--- src/rtl/bitcoin_pkg.sv ---
// Shared types and constants for the nonce result writer: default batch size,
// writer state encoding and result-area offsets relative to the base address.
package bitcoin_pkg;

   localparam int DEFAULT_NUM_NONCES = 16;

   typedef enum logic [2:0] {
      IDLE,
      WRITE,
      BEST_NONCE,
      BEST_HASH,
      DONE
   } writer_state_t;

   // The two summary words sit directly after the per-lane H0 block.
   function automatic logic [15:0] best_nonce_offset(input int num_nonces);
      return 16'(num_nonces);
   endfunction

   function automatic logic [15:0] best_hash_offset(input int num_nonces);
      return 16'(num_nonces + 1);
   endfunction

endpackage

--- src/rtl/hash_min_tracker.sv ---
// Running unsigned minimum over a stream of (value, index) pairs; strict
// less-than keeps the earliest index on ties.
module hash_min_tracker #(
   parameter int IDX_W = 4
) (
   input  logic             clk,
   input  logic             reset,
   input  logic             clear,
   input  logic             valid,
   input  logic [31:0]      value,
   input  logic [IDX_W-1:0] index,
   output logic [31:0]      best_value,
   output logic [IDX_W-1:0] best_index
);

   // NOTE: sequential state is assigned with <= so every register samples the
   // pre-edge values of its neighbours, regardless of statement order.
   always_ff @(posedge clk or posedge reset) begin
      if (reset) begin
         best_value <= 32'hFFFF_FFFF;
         best_index <= '0;
      end else if (clear) begin
         best_value <= 32'hFFFF_FFFF;
         best_index <= '0;
      end else if (valid && (value < best_value)) begin
         best_value <= value;
         best_index <= index;
      end
   end

endmodule

--- src/rtl/nonce_result_writer.sv ---
// Writes one batch of per-nonce H0 words to memory, followed by the nonce and
// hash of the smallest H0, then pulses done for one cycle.
module nonce_result_writer
   import bitcoin_pkg::*;
#(
   parameter int          NUM_NONCES = DEFAULT_NUM_NONCES,
   parameter logic [31:0] NONCE_BASE = 32'd0
) (
   input  logic                     clk,
   input  logic                     reset,
   input  logic                     in_valid,
   output logic                     in_ready,
   input  logic [32*NUM_NONCES-1:0] in_h0,
   input  logic [15:0]              output_addr,
   output logic                     mem_clk,
   output logic                     mem_we,
   output logic [15:0]              mem_addr,
   output logic [31:0]              mem_write_data,
   output logic                     done
);

   localparam int IDX_W = (NUM_NONCES > 1) ? $clog2(NUM_NONCES) : 1;
   localparam logic [IDX_W-1:0] LAST_IDX = IDX_W'(NUM_NONCES - 1);

   writer_state_t    state, state_next;
   logic [IDX_W-1:0] idx;
   logic [15:0]      addr;
   logic [31:0]      h0 [NUM_NONCES];
   logic             capture;
   logic             track_valid;
   logic [31:0]      best_value;
   logic [IDX_W-1:0] best_index;

   assign mem_clk = clk;

   always_ff @(posedge clk or posedge reset) begin
      if (reset) state <= IDLE;
      else       state <= state_next;
   end

   always_ff @(posedge clk or posedge reset) begin
      if (reset) begin
         idx  <= '0;
         addr <= '0;
      end else if (capture) begin
         idx  <= '0;
         addr <= output_addr;
      end else if (state == WRITE) begin
         idx  <= idx + 1'b1;
      end
   end

   // NOTE: the lane buffer has no reset; it is only read in WRITE, which can
   // only be reached through a capture that loads every lane first.
   always_ff @(posedge clk) begin
      if (capture) begin
         for (int i = 0; i < NUM_NONCES; i++) h0[i] <= in_h0[32*i +: 32];
      end
   end

   hash_min_tracker #(.IDX_W(IDX_W)) u_min_tracker (
      .clk        (clk),
      .reset      (reset),
      .clear      (capture),
      .valid      (track_valid),
      .value      (h0[idx]),
      .index      (idx),
      .best_value (best_value),
      .best_index (best_index)
   );

   // NOTE: every output of this block gets a default first, so no path through
   // the case statement can leave a value held and infer a latch.
   always_comb begin
      state_next     = state;
      capture        = 1'b0;
      track_valid    = 1'b0;
      in_ready       = 1'b0;
      mem_we         = 1'b0;
      mem_addr       = '0;
      mem_write_data = '0;
      done           = 1'b0;
      unique case (state)
         IDLE: begin
            in_ready = 1'b1;
            if (in_valid) begin
               capture    = 1'b1;
               state_next = WRITE;
            end
         end
         WRITE: begin
            mem_we         = 1'b1;
            mem_addr       = addr + 16'(idx);
            mem_write_data = h0[idx];
            track_valid    = 1'b1;
            if (idx == LAST_IDX) state_next = BEST_NONCE;
         end
         BEST_NONCE: begin
            mem_we         = 1'b1;
            mem_addr       = addr + best_nonce_offset(NUM_NONCES);
            mem_write_data = NONCE_BASE + 32'(best_index);
            state_next     = BEST_HASH;
         end
         BEST_HASH: begin
            mem_we         = 1'b1;
            mem_addr       = addr + best_hash_offset(NUM_NONCES);
            mem_write_data = best_value;
            state_next     = DONE;
         end
         DONE: begin
            done       = 1'b1;
            state_next = IDLE;
         end
         default: state_next = IDLE;
      endcase
   end

endmodule

--- config.mk ---
export PLATFORM = sky130hd
export DESIGN_NAME = nonce_result_writer
export DESIGN_NICKNAME = d
export VERILOG_FILES = /design/src/rtl/bitcoin_pkg.sv /design/src/rtl/hash_min_tracker.sv /design/src/rtl/nonce_result_writer.sv
export SDC_FILE = /design/constraint.sdc
export NUM_CORES = 1
export LEC_CHECK = 0
export ABC_AREA = 1
export CORE_MARGIN = 10
export CORE_UTILIZATION = 45
export DETAILED_ROUTE_END_ITERATION = 8
export GPL_ROUTABILITY_DRIVEN = 0
export GPL_TIMING_DRIVEN = 0
export PLACE_DENSITY = 0.73
export SYNTH_ARGS = -nofsm -noshare
export SYNTH_HDL_FRONTEND = slang
export SYNTH_SLANG_ARGS = --single-unit
--- constraint.sdc ---
create_clock -name clk -period 16.2 [get_ports clk]
set_clock_uncertainty 0.2 [all_clocks]
set_input_delay 3.24 -clock clk [delete_from_list [all_inputs] [get_ports clk]]
set_output_delay 3.24 -clock clk [all_outputs]
set_load 0.03 [all_outputs]
# Word-level counts from Yosys, hierarchy flattened
# Memory sizes are Yosys's and may differ from the RTL's.
# Index checks and enable logic that the tools add are counted.
# op_classes
add_sub_neg	4
eq_ne	7
n_lt_le_gt_ge	1
n_mux	19
n_reduce_logical	6
# ops
cell	count
32-bit case mux with 3 select lines	1
32-bit 2-to-1 mux	2
16-bit case mux with 3 select lines	1
16-bit by 5-bit adder with 16-bit output (second input constant)	2
32-bit < comparator	1
16-bit by 4-bit adder with 16-bit output	1
4-bit 2-to-1 mux	4
3-bit case mux with 4 select lines	1
1-bit 2-to-1 mux	8
3-bit by 2-bit == test with 1-bit output (second input constant)	2
3-bit 2-to-1 mux	2
4-bit by 1-bit adder with 4-bit output (second input constant)	1
4-bit == test (second input constant)	1
2-bit nonzero test	2
3-bit by 1-bit == test with 1-bit output (second input constant)	1
3-bit == test (second input constant)	1
3-bit logical NOT	1
3-bit OR reduction	1
2-bit by 1-bit != test with 1-bit output (second input constant)	1
2-bit != test (second input constant)	1
2-bit AND reduction	1
1-bit logical AND	1
# word_totals
output_inout_bits	52
mem_bits_rw	512
memories	1
inputBits	531
ff_bits	59
# mem_list
memory	words	word_bits	rd	rd_clocked_by_memory_dff	wr	line_no	rtl
h0	16	32	1	0	16	nonce_result_writer.sv:28	logic [31:0] h0 [NUM_NONCES];

# Longest topological paths before layout
# depth
word_depth	5
depth_mapped	23
ltp_nobuf	21

# By module
# A second synthesis with hierarchy kept.
# hier_totals
hier_cells	2897
hier_area_um2	27040.9
# modules_own_cells
module	seq_area_each_um2	n_inst	cells_each	area_each_um2
nonce_result_writer	15950.3	1	2570	24472.2
hash_min_tracker	940.9	1	327	2568.7

==> qor.csv <==
metric,value,unit
run status,completed,
DRT Wirelength,91700,um
worst-path cell chain,clkbuf_16 -> clkbuf_16 -> buf_4 -> clkdlybuf4s50_1,
CTS tree,yes,
Critical-path top delay cell,clkdlybuf4s50_1,
Leak Pwr,11.9,nW
sequential share of power,0.344,
Slew @ Worst Pin,1.02,ns
Worst R2R Path Depth,18,
maximum number of pins on one net before global-route repair,131,
library cells used by synthesis,38,
maxcap violations,0,
Ys Warns,0,
Synth area leaders,"edfxtp_1, o21ai_0, nor2_1",
Worst Setup SP,clk,
# Post-CTS Setup Buffers,0,
power consumption,6.34,mW
routed wl met3,9030,um
Bufs and invs on worst path,4,
Iter 0 DRT Violations,2163,
DIE HEIGHT,251,um
"Clk Latency, worst-skew pair",0.74,ns
antenna-violating nets left,0,
# rows,84,
RSZ-0062 raised after global routing,false,
clock power share,0.226,
R2R Setup Slk,10.47,ns
"Max FO, Critical Path",2,
Post-Syn Area,24100,um2
Synth top area share,0.638,
power per cell area,192,nW/um2
starting density of the core,0.457,
highest metal used,met5,
FF-to-FF Start,idx[1]$_DFFE_PP0P_,
CTS hold repair buffers,0,
Mapped Nets,2605,
Die Footprint,63200,um2
CTS resizes,0,
"most used cell, CP",clkbuf_16,
end of the critical path,mem_clk,
syn_area_per_cell,11.8,um2
number of global-route vias before repair,20026,
largest delay contributor family on the critical path,buffers and inverters,
DR WL/cell,26.7,um
metal2 WL,45000,um
gr ovfl total,0,
Post-DP Area,30900,um2
maximum vdd ir drop,0.106,mV
DRC,0,
Top Ports,583,
post-synth top area cell,edfxtp_1,
switching share of power,0.409,
"Clk pin slew, worst setup/hold paths",0.06,ns
Core Region,52800,um2
M1 WL,34200,um
layout cell share with drive strength beyond 1,0.0568,
Final setup viols,0,
Nets,3256,
post-synthesis sequential area ratio,0.701,
router iterations before antenna repair,7,
synthesized flop and latch total,571,
Worst EP required,12.76,ns
Setup crit end kind,output port,
Port-buffer cells,582,
Critical Setup Path Class,clk2out,
Hold Crit Class,reg2reg,
Combinational Power Share,0.430,
total global-route track usage,0.279,
die width,251,um
Final Util,0.625,
Setup crit start kind,clock port,
Fin. Hold Viols,0,
antenna violations before repair,20,
first-pass GRT wire length,130000,um
R2R Path End,u_min_tracker.best_value[18]$_DFFE_PP1P_,
vias per cell,5.70,
fin. max-slew vios,0,
Net Switching,2.59,mW
vias after detailed routing,19590,
critical path depth,4,
Slew headroom,0.322,
setup_tns,0,ns
Area growth syn-to-layout,36.8,%
crit-path max cell delay,0.59,ns
Hold WS,0.284,ns
cells after synthesis,2035,
cell area after layout,33000,um2
hpwl dp,70300,um
Int Power,3.75,mW
critical path arrival,9.05,ns
-- power by group through the flow --
stage          clock network, mW  registers, mW  logic [mW]
4_1_cts                     1.45           2.18        2.71
3_5_place_dp              0.0137           2.20        2.70
3_3_place_gp              0.0137           2.36        2.62
6_report                    1.43           2.18        2.73
5_1_grt                     1.50           2.21        2.95
2_1_floorplan            0.00924           2.28        1.55
-- through the flow --
stage / instances / worst slack, ns
floorplan: 2035 / 4.51
detailed placement: 3310 / 3.98
global route: 3434 / 3.69
CTS: 3419 / 3.70
global placement: 3305 / 2.23
finish: 3437 / 3.71
-- cells in the final DEF (no fill, tap or decap), types with 62 or more instances in the layout --
master           instances
nor2_1                 279
o22ai_1                 91
clkbuf_1               115
nand2_1                261
edfxtp_1               512
clkdlybuf4s50_1        582
inv_1                  102
o21ai_0                304
clkbuf_16               62
nand3_1                 93
-- flip-flops by register name, summed over array words and instances, names as in the netlist --
| register | count |
|---|---|
| addr | 16 |
| u_min_tracker.best_value | 32 |
| h0 | 512 |
| idx | 4 |
| u_min_tracker.best_index | 4 |
| state | 3 |
-- layer usage --
layer | GRT usage | vias to the layer above
li1 | - | 8734
met1 | 0.339 | 9532
met2 | 0.467 | 1144
met3 | 0.0724 | 174
met4 | 0.116 | 6
met5 | 0 | -
-- Yosys cell counts --
cell,instances
nor4_1,4
a21oi_1,24
o211ai_1,19
o22ai_1,91
o21ai_1,4
clkinv_1,2
nand4_1,16
o31ai_1,3
a221o_1,1
nand3_1,93
buf_4,3
a211oi_1,5
o221ai_1,46
a22oi_1,3
buf_1,4
fa_1,1
inv_1,103
nor2_1,279
dfrtp_1,27
and3_1,1
o2111ai_1,1
nor3_1,6
clkbuf_1,104
o221a_2,1
edfxtp_1,512
dfstp_2,32
ha_1,38
buf_6,5
buf_2,12
xnor2_1,1
inv_2,6
o21ai_0,304
or2_2,1
a31oi_1,1
nand2_2,1
a22o_1,19
and2_1,1
nand2_1,261
-- how the worst min path moves through the flow --
stage / start / end / slack (ns) / cells after the start
2_1_floorplan: u_min_tracker.best_value[10]$_DFFE_PP1P_ / u_min_tracker.best_value[10]$_DFFE_PP1P_ / 0.26 / 2
3_3_place_gp: u_min_tracker.best_value[7]$_DFFE_PP1P_ / u_min_tracker.best_value[7]$_DFFE_PP1P_ / 0.27 / 2
3_5_place_dp: u_min_tracker.best_value[28]$_DFFE_PP1P_ / u_min_tracker.best_value[28]$_DFFE_PP1P_ / 0.27 / 2
4_1_cts: u_min_tracker.best_value[21]$_DFFE_PP1P_ / u_min_tracker.best_value[21]$_DFFE_PP1P_ / 0.28 / 2
5_1_grt: u_min_tracker.best_value[1]$_DFFE_PP1P_ / u_min_tracker.best_value[1]$_DFFE_PP1P_ / 0.31 / 2
6_report: u_min_tracker.best_value[5]$_DFFE_PP1P_ / u_min_tracker.best_value[5]$_DFFE_PP1P_ / 0.28 / 2
-- worst reg2reg max path: stages (launching register included) --
cell      delay [ns]
dfrtp_1         0.47
clkbuf_1        0.74
clkbuf_1        0.83
clkbuf_1        0.57
o21ai_0         0.20
o221ai_1        0.27
nand3_1         0.27
nand3_1         0.20
ha_1            0.26
a21oi_1         0.15
nor2_1          0.06
a211oi_1        0.27
o221ai_1        0.18
a211oi_1        0.29
nand2_2         0.10
nand2_1         0.16
buf_2           0.28
nand2_1         0.09
nand2_1         0.08
-- final cells by class --
cell class / instances / area, um2
antenna: 18 / 45.0
buffer: 128 / 554
clock buffer: 75 / 1610
clock inverter: 35 / 408
fill: 4087 / 19800
inverter: 111 / 417
multi-input combinational: 1225 / 6240
sequential: 571 / 16900
tap: 688 / 861
timing repair buffer: 586 / 5950
-- cell families (layout without fill, tap and decap cells) --
family | count (synthesis) | after routing | synth area share
and+or+nand+nor | 663 | 663 | 0.111
DFF | 571 | 571 | 0.701
AOI/OAI and AO/OA | 522 | 522 | 0.127
buffers and inverters | 239 | 935 | 0.0399
adders and majority gates | 39 | 39 | 0.0206
xor gates and xnor gates | 1 | 1 | 0.000364
other | 0 | 18 | 0
No activity file was read; power rests on OpenSTA's default activity.
